`src/rtl/dcache_miss_ctrl_if.sv`:
```
// Memory-side bus of the data-cache miss controller.
// Carries the block read request/response and the writeback request/ack
// between the controller (master) and the single-port memory (slave).
//   mem_ren / mem_wen : level read / write requests (master -> slave)
//   mem_baddr         : block address (master -> slave)
//   mem_din           : writeback block data (master -> slave)
//   mem_rvalid        : one-cycle pulse, mem_dout valid (slave -> master)
//   mem_wdone         : one-cycle pulse, write complete (slave -> master)
//   mem_dout          : read block data (slave -> master)
interface dcache_miss_ctrl_if #(
  parameter int ADDR_W      = 32,
  parameter int BLOCK_BYTES = 16
);
  localparam int BADDR_W = ADDR_W - $clog2(BLOCK_BYTES);

  logic                     mem_ren;
  logic                     mem_wen;
  logic [BADDR_W-1:0]       mem_baddr;
  logic [8*BLOCK_BYTES-1:0] mem_din;
  logic                     mem_rvalid;
  logic                     mem_wdone;
  logic [8*BLOCK_BYTES-1:0] mem_dout;

  modport master (
    output mem_ren, mem_wen, mem_baddr, mem_din,
    input  mem_rvalid, mem_wdone, mem_dout
  );

  modport slave (
    input  mem_ren, mem_wen, mem_baddr, mem_din,
    output mem_rvalid, mem_wdone, mem_dout
  );
endinterface

```
`src/rtl/dcache_miss_ctrl.sv`:
```
// Data-cache miss controller between the pipeline load/store port, the L1
// data/tag arrays and a single-port memory. Hits are served combinationally;
// a miss fetches the block (merging store data on a write miss), and a dirty
// victim is parked in a one-entry writeback buffer drained after the fill.
// Ports:
//   clock, reset (async, active-low)
//   pipeline : ren, wen, addr, byte_sel, din -> stall, dout
//   cache    : cache_hit, cache_dirty, cache_victim_baddr, cache_dout ->
//              cache_baddr, cache_ren, cache_wen, cache_fill,
//              cache_fill_dirty, cache_byte_en, cache_din
//   memory   : mem (dcache_miss_ctrl_if.master)
//   status   : miss_cnt, wb_cnt (saturating)
module dcache_miss_ctrl #(
  parameter int ADDR_W      = 32,
  parameter int WORD_BYTES  = 4,
  parameter int BLOCK_BYTES = 16,
  parameter int CNT_W       = 16,
  localparam int OFFS_W     = $clog2(BLOCK_BYTES),
  localparam int BADDR_W    = ADDR_W - OFFS_W
) (
  input  logic                     clock,
  input  logic                     reset,
  input  logic                     ren,
  input  logic                     wen,
  input  logic [ADDR_W-1:0]        addr,
  input  logic [WORD_BYTES-1:0]    byte_sel,
  input  logic [8*WORD_BYTES-1:0]  din,
  output logic                     stall,
  output logic [8*WORD_BYTES-1:0]  dout,
  input  logic                     cache_hit,
  input  logic                     cache_dirty,
  input  logic [BADDR_W-1:0]       cache_victim_baddr,
  input  logic [8*BLOCK_BYTES-1:0] cache_dout,
  output logic [BADDR_W-1:0]       cache_baddr,
  output logic                     cache_ren,
  output logic                     cache_wen,
  output logic                     cache_fill,
  output logic                     cache_fill_dirty,
  output logic [BLOCK_BYTES-1:0]   cache_byte_en,
  output logic [8*BLOCK_BYTES-1:0] cache_din,
  dcache_miss_ctrl_if.master       mem,
  output logic [CNT_W-1:0]         miss_cnt,
  output logic [CNT_W-1:0]         wb_cnt
);
  localparam int WORD_W = 8 * WORD_BYTES;
  localparam int BLOCK_W = 8 * BLOCK_BYTES;
  localparam int NWORDS = BLOCK_BYTES / WORD_BYTES;
  localparam int WOFF_W = $clog2(WORD_BYTES);
  localparam int WIDX_W = (NWORDS > 1) ? $clog2(NWORDS) : 1;

  typedef enum logic [1:0] {IDLE, READ, FILL, DRAIN} state_t;

  state_t state, state_nx;

  logic [WIDX_W-1:0]     widx;
  logic                  req, miss;
  logic [BLOCK_BYTES-1:0] hit_be;
  logic [BLOCK_W-1:0]    hit_din, fill_din;

  // miss latch
  logic [BADDR_W-1:0]    m_baddr;
  logic [WIDX_W-1:0]     m_widx;
  logic                  m_write;
  logic [WORD_BYTES-1:0] m_bsel;
  logic [WORD_W-1:0]     m_din;
  logic [BLOCK_W-1:0]    fill_blk;

  // writeback buffer
  logic                  wb_valid;
  logic [BADDR_W-1:0]    wb_baddr;
  logic [BLOCK_W-1:0]    wb_data;

  if (NWORDS > 1) begin : g_widx
    assign widx = addr[OFFS_W-1:WOFF_W];
  end else begin : g_widx_one
    assign widx = '0;
  end

  if (WOFF_W > 0) begin : g_lsb
    logic unused_addr_lsb;
    assign unused_addr_lsb = ^addr[WOFF_W-1:0];
  end

  assign req  = ren ^ wen;
  assign miss = req & ~cache_hit;
  assign dout = cache_dout[32'(widx)*WORD_W +: WORD_W];

  // Hit-path write data/enables, and the fill block with store data merged in.
  always_comb begin
    hit_be   = '0;
    hit_din  = {NWORDS{din}};
    fill_din = fill_blk;
    for (int unsigned w = 0; w < NWORDS; w++) begin
      if (w == 32'(widx)) hit_be[w*WORD_BYTES +: WORD_BYTES] = byte_sel;
      if (m_write && w == 32'(m_widx)) begin
        for (int unsigned b = 0; b < WORD_BYTES; b++) begin
          if (m_bsel[b]) fill_din[w*WORD_W + b*8 +: 8] = m_din[b*8 +: 8];
        end
      end
    end
  end

  always_comb begin
    state_nx         = state;
    stall            = 1'b0;
    cache_baddr      = addr[ADDR_W-1:OFFS_W];
    cache_ren        = 1'b0;
    cache_wen        = 1'b0;
    cache_fill       = 1'b0;
    cache_fill_dirty = 1'b0;
    cache_byte_en    = '0;
    cache_din        = '0;
    mem.mem_ren      = 1'b0;
    mem.mem_wen      = 1'b0;
    mem.mem_baddr    = '0;
    mem.mem_din      = '0;
    if (state == IDLE || state == DRAIN) begin
      cache_ren     = ren & ~wen & cache_hit;
      cache_wen     = wen & ~ren & cache_hit;
      cache_byte_en = hit_be;
      cache_din     = hit_din;
      stall         = miss;
    end
    case (state)
      IDLE: if (miss) state_nx = READ;
      READ: begin
        stall         = 1'b1;
        cache_baddr   = m_baddr;
        mem.mem_ren   = 1'b1;
        mem.mem_baddr = m_baddr;
        if (mem.mem_rvalid) state_nx = FILL;
      end
      FILL: begin
        stall            = 1'b1;
        cache_baddr      = m_baddr;
        cache_fill       = 1'b1;
        cache_fill_dirty = m_write;
        cache_byte_en    = '1;
        cache_din        = fill_din;
        state_nx         = wb_valid ? DRAIN : IDLE;
      end
      DRAIN: begin
        // A miss here only stalls; it is accepted once back in IDLE.
        mem.mem_wen   = 1'b1;
        mem.mem_baddr = wb_baddr;
        mem.mem_din   = wb_data;
        if (mem.mem_wdone) state_nx = IDLE;
      end
      default: state_nx = IDLE;
    endcase
  end

  always_ff @(posedge clock or negedge reset) begin
    if (!reset) begin
      state    <= IDLE;
      m_baddr  <= '0;
      m_widx   <= '0;
      m_write  <= 1'b0;
      m_bsel   <= '0;
      m_din    <= '0;
      fill_blk <= '0;
      wb_valid <= 1'b0;
      wb_baddr <= '0;
      wb_data  <= '0;
      miss_cnt <= '0;
      wb_cnt   <= '0;
    end else begin
      state <= state_nx;
      case (state)
        IDLE: if (miss) begin
          m_baddr <= addr[ADDR_W-1:OFFS_W];
          m_widx  <= widx;
          m_write <= wen;
          m_bsel  <= byte_sel;
          m_din   <= din;
          if (miss_cnt != '1) miss_cnt <= miss_cnt + 1'b1;
          if (cache_dirty) begin
            wb_valid <= 1'b1;
            wb_baddr <= cache_victim_baddr;
            wb_data  <= cache_dout;
            if (wb_cnt != '1) wb_cnt <= wb_cnt + 1'b1;
          end
        end
        READ:  if (mem.mem_rvalid) fill_blk <= mem.mem_dout;
        DRAIN: if (mem.mem_wdone) wb_valid <= 1'b0;
        default: ;
      endcase
    end
  end
endmodule

```
`src/flat_wrapper.sv`:
```
// flat-port wrapper written by rule: the top's interface ports become plain ports
module dcache_miss_ctrl_flat 
#(
  parameter int ADDR_W      = 32,
  parameter int WORD_BYTES  = 4,
  parameter int BLOCK_BYTES = 16,
  parameter int CNT_W       = 16,
  localparam int OFFS_W     = $clog2(BLOCK_BYTES),
  localparam int BADDR_W    = ADDR_W - OFFS_W
)
  (clock, reset, ren, wen, addr, byte_sel, din, stall, dout, cache_hit, cache_dirty, cache_victim_baddr, cache_dout, cache_baddr, cache_ren, cache_wen, cache_fill, cache_fill_dirty, cache_byte_en, cache_din, miss_cnt, wb_cnt, mem_mem_ren, mem_mem_wen, mem_mem_baddr, mem_mem_din, mem_mem_rvalid, mem_mem_wdone, mem_mem_dout);
  dcache_miss_ctrl_if #(.ADDR_W(ADDR_W), .BLOCK_BYTES(BLOCK_BYTES)) mem_i ();
  input  logic clock;
  input  logic reset;
  input  logic ren;
  input  logic wen;
  input  logic [ADDR_W-1:0] addr;
  input  logic [WORD_BYTES-1:0] byte_sel;
  input  logic [8*WORD_BYTES-1:0] din;
  output logic stall;
  output logic [8*WORD_BYTES-1:0] dout;
  input  logic cache_hit;
  input  logic cache_dirty;
  input  logic [BADDR_W-1:0] cache_victim_baddr;
  input  logic [8*BLOCK_BYTES-1:0] cache_dout;
  output logic [BADDR_W-1:0] cache_baddr;
  output logic cache_ren;
  output logic cache_wen;
  output logic cache_fill;
  output logic cache_fill_dirty;
  output logic [BLOCK_BYTES-1:0] cache_byte_en;
  output logic [8*BLOCK_BYTES-1:0] cache_din;
  output logic [CNT_W-1:0] miss_cnt;
  output logic [CNT_W-1:0] wb_cnt;
  output wire logic [$bits(mem_i.mem_ren)-1:0] mem_mem_ren;
  output wire logic [$bits(mem_i.mem_wen)-1:0] mem_mem_wen;
  output wire logic [$bits(mem_i.mem_baddr)-1:0] mem_mem_baddr;
  output wire logic [$bits(mem_i.mem_din)-1:0] mem_mem_din;
  input wire logic [$bits(mem_i.mem_rvalid)-1:0] mem_mem_rvalid;
  input wire logic [$bits(mem_i.mem_wdone)-1:0] mem_mem_wdone;
  input wire logic [$bits(mem_i.mem_dout)-1:0] mem_mem_dout;
  assign mem_mem_ren = mem_i.mem_ren;
  assign mem_mem_wen = mem_i.mem_wen;
  assign mem_mem_baddr = mem_i.mem_baddr;
  assign mem_mem_din = mem_i.mem_din;
  assign mem_i.mem_rvalid = mem_mem_rvalid;
  assign mem_i.mem_wdone = mem_mem_wdone;
  assign mem_i.mem_dout = mem_mem_dout;
  dcache_miss_ctrl #(.ADDR_W(ADDR_W), .WORD_BYTES(WORD_BYTES), .BLOCK_BYTES(BLOCK_BYTES), .CNT_W(CNT_W)) u_core (.clock(clock), .reset(reset), .ren(ren), .wen(wen), .addr(addr), .byte_sel(byte_sel), .din(din), .stall(stall), .dout(dout), .cache_hit(cache_hit), .cache_dirty(cache_dirty), .cache_victim_baddr(cache_victim_baddr), .cache_dout(cache_dout), .cache_baddr(cache_baddr), .cache_ren(cache_ren), .cache_wen(cache_wen), .cache_fill(cache_fill), .cache_fill_dirty(cache_fill_dirty), .cache_byte_en(cache_byte_en), .cache_din(cache_din), .mem(mem_i), .miss_cnt(miss_cnt), .wb_cnt(wb_cnt));
endmodule
```
`config.mk`:
```
export PLATFORM = sky130hd
export DESIGN_NAME = dcache_miss_ctrl_flat
export DESIGN_NICKNAME = d
export VERILOG_FILES = /design/src/rtl/dcache_miss_ctrl_if.sv /design/src/rtl/dcache_miss_ctrl.sv /design/src/flat_wrapper.sv
export SDC_FILE = /design/constraint.sdc
export NUM_CORES = 1
export LEC_CHECK = 0
export ABC_CLOCK_PERIOD_IN_PS = 2600
export BUFFER_PORTS_ARGS = -buffer_cell sky130_fd_sc_hd__buf_4
export CAP_MARGIN = 15
export CORE_AREA = 2 2 293 295
export DETAILED_ROUTE_END_ITERATION = 8
export DIE_AREA = 0 0 295 297
export HOLD_SLACK_MARGIN = 0.1
export PLACE_DENSITY = 0.46
export SLEW_MARGIN = 40
export SYNTH_ARGS = -nofsm -noshare
export SYNTH_HDL_FRONTEND = slang
export SYNTH_SLANG_ARGS = --single-unit
```
`constraint.sdc`:
```
create_clock -name clock -period 2.6 [get_ports clock]
set_input_delay 0.26 -clock clock [delete_from_list [all_inputs] [get_ports clock]]
set_output_delay 0.26 -clock clock [all_outputs]
set_load 0.005 [all_outputs]
```
==> results of run 1 <==
[critical path, cell delays in order (launching register included)]
cell,delay (ns)
sky130_fd_sc_hd__dfrtp_1,0.42
sky130_fd_sc_hd__and3b_2,0.40
sky130_fd_sc_hd__and2_2,0.34
sky130_fd_sc_hd__nand2_1,0.09
sky130_fd_sc_hd__a31oi_1,0.26
sky130_fd_sc_hd__buf_4,0.17
[power breakdown]
group	internal [W]	switching, W	leakage [nW]
sequential	0.00881	0.00203	4.71
combinational	0.00982	0.00892	10.0
clock	0.00414	0.00277	0.783
[repair_timing]
item                                   4_1_cts  5_1_grt
hold buffers                               353        0
setup buffers                                5        6
setup endpoints to repair                  164      112
gates resized for setup                     80       28
gates cloned                                 1        2
pin swaps                                    2        2
endpoints found under the hold margin      415        0
[metal layers]
layer | wire length [µm] | vias up
met1 | 36700 | 9448
li1 | - | 8473
met4 | 3210 | 4
met2 | 44700 | 702
met5 | 24 | -
met3 | 5620 | 163
[flip-flops by register name, indices dropped and copies added (netlist names), 2 cells and up]
register	count
u_core.wb_data	128
u_core.wb_baddr	28
u_core.state	2
u_core.miss_cnt	16
u_core.m_din	32
u_core.wb_cnt	16
u_core.m_baddr	28
u_core.m_widx	2
u_core.m_bsel	4
u_core.fill_blk	128
[how the worst max path moves through the flow]
stage                          end  slack (ns)  cells past startpoint
2_1_floorplan  u_core.miss_cnt[15]        0.54                      7
4_1_cts             cache_din[108]       -0.15                      5
3_5_place_dp       cache_baddr[15]        0.28                      6
6_report             cache_din[40]        0.07                      5
5_1_grt              cache_din[37]       -0.04                      5
3_3_place_gp       cache_baddr[15]        0.30                      6
[cells by family after synthesis]
logic type	after synthesis
multiplexers	380
AO/OA/AOI/OAI	226
adder cells (fa/ha/maj)	9
XOR/XNOR	24
AND/OR/NAND/NOR	633
buffers and inverters	133
flip-flops	386
[cell type report]
type,instances,area [µm²]
Fill cell,8297,52000
Multi-Input combinational cell,1272,9660
Sequential cell,386,9660
Timing Repair Buffer,1173,10100
Antenna cell,3,7.51
Inverter,11,53.8
Clock buffer,76,1460
Clock inverter,11,144
Tap cell,1144,1430
[per-stage QoR]
step	std cells	TNS, ns	utilization, %	total power (W)	instance area [µm²]
after floorplan	1791	0	-	0.0180	19500
after global placement	3618	0	31.7	0.0276	26800
after detailed placement	3619	0	31.7	0.0278	26800
after CTS	4065	-2.29	38.3	0.0364	32300
after global routing	4075	-0.113	38.5	0.0385	32500
final	4076	0	38.5	0.0365	32500
[cells in the final DEF (no fill, tap or decap), types with 7 or more instances in the layout]
cell type	instances
sky130_fd_sc_hd__dfrtp_1	385
sky130_fd_sc_hd__nor4_1	7
sky130_fd_sc_hd__buf_4	787
sky130_fd_sc_hd__nor3_1	7
sky130_fd_sc_hd__mux4_2	32
sky130_fd_sc_hd__a21o_1	16
sky130_fd_sc_hd__nand4_1	9
sky130_fd_sc_hd__clkbuf_1	16
sky130_fd_sc_hd__nand2_1	408
sky130_fd_sc_hd__a31oi_1	94
sky130_fd_sc_hd__a21oi_1	38
sky130_fd_sc_hd__clkbuf_16	53
sky130_fd_sc_hd__nand2_2	13
sky130_fd_sc_hd__xnor2_1	11
sky130_fd_sc_hd__nand3_1	12
sky130_fd_sc_hd__xor2_1	13
sky130_fd_sc_hd__and2_4	7
sky130_fd_sc_hd__mux2i_1	33
sky130_fd_sc_hd__a22o_1	29
sky130_fd_sc_hd__mux2_2	310
sky130_fd_sc_hd__nor2_1	7
sky130_fd_sc_hd__dlygate4sd3_1	353
sky130_fd_sc_hd__buf_12	24
sky130_fd_sc_hd__and2_1	130
sky130_fd_sc_hd__inv_1	8
sky130_fd_sc_hd__a21oi_4	9
sky130_fd_sc_hd__a21oi_2	24
sky130_fd_sc_hd__clkbuf_8	9
==> reports/results.txt, run 1 <==
Global routing used 33.8% of the available met2 tracks. The reported leakage power is 15.5 nW. Clock-pin slew was measured on the worst setup and hold paths at 0.06 ns. After detailed routing, the average wire length per cell comes to 22.1 µm. The worst register-to-register path begins at u_core.state[0]. Summing the areas of all xor and xnor instances in the mapped netlist gives 1.08% of the synthesized area.

The share of synthesized area in the top cell type comes to 49.6%. Post-route DRC violation count: 0. Depth of the most critical reg-to-reg path: 6. The run gives 0 as the final setup violation count.

TritonCTS built the clock tree. In this run the horizontal extent of the chip is 295 µm. For this run, the leading register cell type out of synthesis is sky130_fd_sc_hd__dfrtp_1. The detailed-routing iteration count for the pre-antenna-repair pass is 6, and the number of global-route vias before repair is 19900. In this run the most critical hold path is launched from wen.

The die covers 0.0876 mm². The clock drives 386 sinks. Summing over every cut layer, the via total after detailed routing is 18800. The all-layer global routing usage was 20.0%. Power spread over the standard cell area amounts to 1120 mW/mm². Dividing the final minimum period by the clock period gives 97.1%. The run gives 0.59 ns as the later-pin clock latency in the skew report. The peak fanout along the critical path works out to 8.

Yosys mapped the design onto 43 distinct sky130hd cell types. The root buffer selected by CTS was sky130_fd_sc_hd__clkbuf_16. By area the synthesized netlist is led by sky130_fd_sc_hd__dfrtp_1, sky130_fd_sc_hd__mux2_2, sky130_fd_sc_hd__nand2_1.

Final max-slew violation count: 0. Across all register-to-register paths, the minimum setup slack is 0.50 ns. The first routing iteration left 1214 violations. Number of buffers inserted by port buffering: 756. In this run the critical register-to-register path is captured at u_core.miss_cnt[15]. By instance count, the leading cell after synthesis is sky130_fd_sc_hd__nand2_1. After the last flow step, the layout net total stands at 3263. The synthesized design spends more area on one cell type than any other, namely sky130_fd_sc_hd__dfrtp_1. Each instance of the synthesized netlist takes up on average 10.9 µm². Counting instances, the worst hold path has a depth of 3. Tracing the worst setup path back leads to its startpoint at u_core.m_widx[1].

The tools report the endpoint class of the critical path as an output pin. Synthesis produced a netlist with a net count of 2160. Summing the areas of all compound-gate instances in the mapped netlist gives 7.34% of the synthesized area. Max-cap violations in this run came to 0.

STA classifies the critical path startpoint as a register. The post-synthesis register bit count is 386, and the per-cell via count in the routed design is 4.61. The first global-routing pass estimated 132 mm of wire. Timing analysis after detailed placement gives a worst setup slack of 0.275 ns. The largest family of logic cells by synthesized area is multiplexers. The tools report the signal arrival time at the worst endpoint as 2.27 ns. In the synthesized netlist, the number of instances is 1791.

The slew at the pin closest to its max-slew limit was 0.767 ns. Counting instances in the post-synthesis netlist gives the leading cell types as sky130_fd_sc_hd__nand2_1, sky130_fd_sc_hd__dfrtp_1, sky130_fd_sc_hd__mux2_2. The detail route stage leaves a number of antenna-violating nets equal to 0. 759 I/O pins were placed.

The H-tree level count was 2. For the total number of placement rows, the log shows 107. IR analysis of the VDD net gives a maximum drop of 0.684 mV. The largest net degree at the start of global routing came out at 77.

In this run the most used layer during global routing was met2. The initial antenna violation count was 5. The worst hold path class was input port to register. The tools report the weighted congestion at the end of routability-driven global placement as 0.909. The share of synthesized cell area in and, or, nand and nor gates came out at 15.0%. Compared with the post-synthesis result, the final layout area differs by 67.0%.

The number of buffers between clock root and the deepest sink came out at 3. Hold is met by 0.119 ns. After floorplanning, the core was sized to cover 0.0845 mm².

The worst pin sits at a relative slew slack of 48.8%. The worst hold path terminates at u_core.m_write. The run finished with clean final reports. The met3 track demand over resource was 3.89%. Setup repair after global routing could not meet its margin everywhere.

The clock period minus worst slack was 2.53 ns. The tools report the routed wire length as 90.2 mm. Summed over all layers, the global routing overflow is 0. The adder-cell area share of the yosys netlist is 0.578%, and the share of synthesized flip-flops with an asynchronous set or reset is 100%. Proportion of layout cells with a drive suffix above 1: 45.2%. Clock skew on the completed layout was measured at 0.0171 ns. The proportion of synthesized chip area in sequential cells was 49.6%; the final count of hold timing violations was 0. The synthesis warning total came out at 0.

For the half-perimeter wire length after detailed placement, the log shows 66.7 mm. The number of synthesized flops with an enable pin was 0; the met1 track utilization from global routing was 25.2%. For the number of buffers added by the clock tree synthesis step, the log shows 50. The worst setup path category was register to output pin. For the required time at the endpoint of the critical path, the log shows 2.34 ns. The multiplexer share of the synthesized area was 23.6%. The summed instance area of the synthesized netlist was 0.0195 mm². The initial utilization of the core area, before any placement, comes to 23.0%. The die extent in y works out to 297 µm. Setup slack on the critical path of the routed design comes to 0.0750 ns.

For the peak clock frequency supported by timing, the log shows 0.396 GHz.
No activity file was read; power rests on OpenSTA's default activity.
==> inputs of run 2 (changes only) <==
ABC_AREA = 1   (was default)
CORE_AREA = 2 2 291 293   (was 2 2 293 295)
DIE_AREA = 0 0 293 295   (was 0 0 295 297)
PLACE_DENSITY = 0.48   (was 0.46)
==> run 2 against run 1 <==
  * Area after synthesis grew 4.7%
  * Power shrank 6.5%
  * Critical path type is now input port to output pin
  * Routed wire length grew 3.4%
  * Setup slack lost 0.067 ns
  * Maximum frequency shrank 2.6%
  * Final cell count grew 19%
  * Via count grew 17%
  * Core utilization grew 1.3 points
  * Hold slack gained 0.065 ns
  * Clock-buffer cell count shrank 10
==> reports/results.txt, run 2 <==
The routed via count was 21900; the DRC violation total after the first TritonRoute iteration was 1448. The number of global-route vias before repair was 22200; the number of synthesized flops with an enable pin was 0. The library cells used most frequently in the layout, excluding fill and tap cells, are sky130_fd_sc_hd__nand2_1, sky130_fd_sc_hd__buf_4, sky130_fd_sc_hd__dfrtp_1. Setup repair after global routing left no endpoint under its margin. Met3 track demand over resource: 4.71%.

The tools report the net count after synthesis as 3010. Data arrives at the worst endpoint at 2.33 ns. In the finished design, the share of the clock period the worst path needs comes to 99.7%. In this run switching power makes up 39.1% of total power. The region available for standard cell placement spans 0.0832 mm². The fill cell total of the finished layout came out at 8641. The logs give 0.00832 ns for the smallest setup slack after layout and 0.0277 mm² for the total placed instance area. After clock tree synthesis, the clock-pin slew on the worst setup and hold paths is 0.06 ns.

The unique cell type count in the Yosys netlist was 33. At the placement stage, the worst setup path has a slack of 0.496 ns. The floorplan step defined a die boundary enclosing 0.0864 mm². For this block, the routed nets add up to 93.3 mm of wire. The proportion of netlist area held by the largest area contributor is 47.4%. The worst hold path begins at mem_mem_rvalid. Once the floorplan was initialized, standard cells occupied 24.5% of the core.

Endpoint class of the critical path: an output pin. The post-layout net count is 4087, and the peak clock frequency supported by timing is 0.386 GHz. In this run the number of H-tree levels came out at 2. The run finished with clean final reports.

The worst setup path is launched from an input port. The endpoint of the worst hold-timing path is u_core.state[1]. The share of synthesized flip-flops with an asynchronous set or reset was 100%.

The tools report the total negative setup slack as 0 ns. The area added between synthesis and finish is 62.3%, and the post-synthesis register bit count is 386. The clock network is responsible for 20.4% of the overall power. Summed over all nets, the switching power comes to 0.0133 W. The slew at the pin closest to its max-slew limit came out at 0.604 ns.

The worst register-to-register path begins at u_core.state[1]. Worst max-slew margin expressed relative to the limit: 59.7%. Before antenna repair, the detailed router went through 8 iterations.

For the worst setup path, the data required time is 2.34 ns. The sequential cell fraction of total power was 30.3%. Final count of hold timing violations: 0. The summed instance area of the synthesized netlist came out at 0.0204 mm². The later-pin clock latency in the skew report came out at 0.59 ns. The depth of the most critical reg-to-reg path was 9. The run gives 25.9% as the met1 track utilization from global routing. The synthesized area divided by synthesized cell count is 7.72 µm².

No sink is reached through more buffers than the 3 on the longest clock path. Detailed placement finished with a half-perimeter wire length of 66.6 mm. The library cell used most frequently in the layout, excluding fill and tap cells, is sky130_fd_sc_hd__nand2_1.

After synthesis, the most frequently instantiated cells are sky130_fd_sc_hd__nand2_1, sky130_fd_sc_hd__dfrtp_1, sky130_fd_sc_hd__o21ai_0. Along the worst path, the maximum fanout reaches 33. The die is 295 µm tall. Setup violations remaining at the end of the flow were counted as 0.

TritonCTS built the clock tree. With fillers left out, the area of the finished cells amounts to 0.0331 mm². After layout, the minimum clock period comes to 2.59 ns.

For the worst hold margin, the log shows 0.184 ns. In the global route stage, overall resource usage came out at 20.9%. Yosys attributes the largest share of cell area to sky130_fd_sc_hd__dfrtp_1, sky130_fd_sc_hd__nand2_1, sky130_fd_sc_hd__o21ai_0. Pin placement for this block handled 759 I/O pins. The floorplan has 106 rows.

For this run, the leading register cell type out of synthesis is sky130_fd_sc_hd__dfrtp_1. The largest registers in the layout are u_core.fill_blk (128), u_core.wb_data (128), u_core.m_din (32). The detail route stage leaves a number of antenna-violating nets equal to 0. The logs give 0 for the final max-slew violation count and 386 for the number of sinks handled by clock tree synthesis. The worst setup slack for register-to-register paths was 0.23 ns. The reported leakage power is 17.4 nW, and the proportion of synthesized chip area in sequential cells is 47.4%. The die span in x came out at 293 µm. The tools report the worst flop-to-flop path endpoint as u_core.wb_valid. The run gives 0 as the synthesis warning total. The critical path is of the input port to output pin type.

The number of buffers inserted by port buffering is 756, and the per-cell via count in the routed design is 4.53. After detailed routing, the average wire length per cell comes to 19.3 µm. Counting instances, the worst hold path has a depth of 5. The logs give 0 for the total overflow reported by the global router and 34.8% for the met2 capacity usage during global routing.

Once layout is complete, the utilization of the core stands at 39.8%. The weighted congestion at the end of routability-driven global placement is 0.920, and the first-pass GRT wire length is 137 mm. For this run, design rule violations remaining after detail routing come to 0. The max-cap check violation count is 0.

Across the routed clock network, the largest skew measured is 0.0150 ns. In this run the clock root is driven by a sky130_fd_sc_hd__clkbuf_16. Power spread over the standard cell area amounts to 1030 mW/mm².

For the number of instances in the synthesized netlist, the log shows 2641. Across the VDD grid, the largest voltage drop is 0.583 mV. The tightest min-delay check is of the input port to register type. The library cell occupying the most area in the post-synthesis netlist is sky130_fd_sc_hd__dfrtp_1. The run gives 9 as the initial antenna violation count. The most congested layer reported by global routing is met2.

The post-route netlist has 29.0% of its cells at a drive strength greater than 1. Cell internal power was estimated by the tool at 0.0208 W. The logic gate share of total power came out at 49.3%.

In this run, CTS created clock tree buffers numbering 49. For the largest net degree at the start of global routing, the log shows 97. By instance count, the leading cell after synthesis is sky130_fd_sc_hd__nand2_1.
[run 2: cell types whose count changed after synthesis, moves of 98 or more]
cell	change
sky130_fd_sc_hd__inv_1	+254
sky130_fd_sc_hd__nand2_1	+666
sky130_fd_sc_hd__and2_1	-142
sky130_fd_sc_hd__a31oi_1	-98
sky130_fd_sc_hd__mux2_2	-186
sky130_fd_sc_hd__o21ai_0	+357
[run 2: cell families (layout without fill, tap and decap cells)]
| family | after synthesis | count (layout) | share of synthesized area [%] |
|---|---|---|---|
| flops | 386 | 386 | 47.4 |
| simple gates | 1169 | 1169 | 22.1 |
| mux | 128 | 128 | 7.07 |
| compound gates | 505 | 505 | 14.0 |
| buf+inv | 430 | 1546 | 8.35 |
| fa+ha+maj | 9 | 9 | 0.552 |
| other cells | 0 | 5 | 0 |
| xor+xnor | 14 | 14 | 0.601 |
[run 2: worst max-delay path: stages]
cell	delay, ns
sky130_fd_sc_hd__dlygate4sd3_1	0.57
sky130_fd_sc_hd__buf_4	0.16
sky130_fd_sc_hd__inv_1	0.17
sky130_fd_sc_hd__nor2_4	0.05
sky130_fd_sc_hd__buf_12	0.16
sky130_fd_sc_hd__nand2_1	0.34
sky130_fd_sc_hd__o2111ai_1	0.31
sky130_fd_sc_hd__buf_4	0.23
[run 2: cell type report]
class | instances | area (µm²) | share of cell area [%]
sequential | 386 | 9660 | 29.2
inverter | 268 | 1010 | 3.07
clock inverter | 24 | 245 | 0.741
multi-input combinational | 1825 | 9170 | 27.7
clock buffer | 66 | 1380 | 4.17
antenna | 5 | 12.5 | 0.0378
tap | 1080 | 1350 | 4.08
timing repair buffer | 1188 | 10300 | 31.0
[run 2: how the worst max path moves through the flow]
stage	cells past startpoint	slack, ns	start	to
6_report	8	0.008	addr[2]	dout[31]
2_1_floorplan	7	0.81	u_core.state[0]	cache_din[118]
4_1_cts	7	0.002	u_core.m_bsel[1]	cache_din[46]
5_1_grt	8	0.002	u_core.state[1]	cache_din[93]
3_5_place_dp	8	0.50	u_core.state[0]	u_core.wb_data[77]
3_3_place_gp	8	0.51	u_core.state[0]	u_core.wb_data[77]
[run 2: timing repair]
| item | in CTS | in global routing |
|---|---|---|
| endpoints found under the setup margin | 148 | 112 |
| pin swaps | 1 | 0 |
| resized for setup | 18 | 13 |
| hold buffers | 354 | 0 |
| endpoints found under the hold margin | 541 | 0 |
| buffers inserted | 7 | 1 |
| cloned | 2 | 1 |
[run 2: per-layer routing]
metal,vias up,share of wire (%)
li1,10600,-
met1,10400,41
met4,6,4.4
met5,-,0.044
met3,207,6.8
met2,756,47
[run 2: stage by stage]
step	power (W)	std cells
2_1_floorplan	0.0175	2641
3_3_place_gp	0.0259	4382
3_5_place_dp	0.0260	4382
4_1_cts	0.0342	4835
5_1_grt	0.0366	4841
6_report	0.0341	4842
[run 2: power groups by stage]
stage                     Combinational [W]  Sequential (W)  Clock [W]
after floorplan                     0.00772         0.00980          0
after global placement               0.0156          0.0103          0
after detailed placement             0.0156          0.0104          0
after CTS                            0.0167          0.0103    0.00719
after global routing                 0.0185          0.0107    0.00745
final                                0.0168          0.0103    0.00697
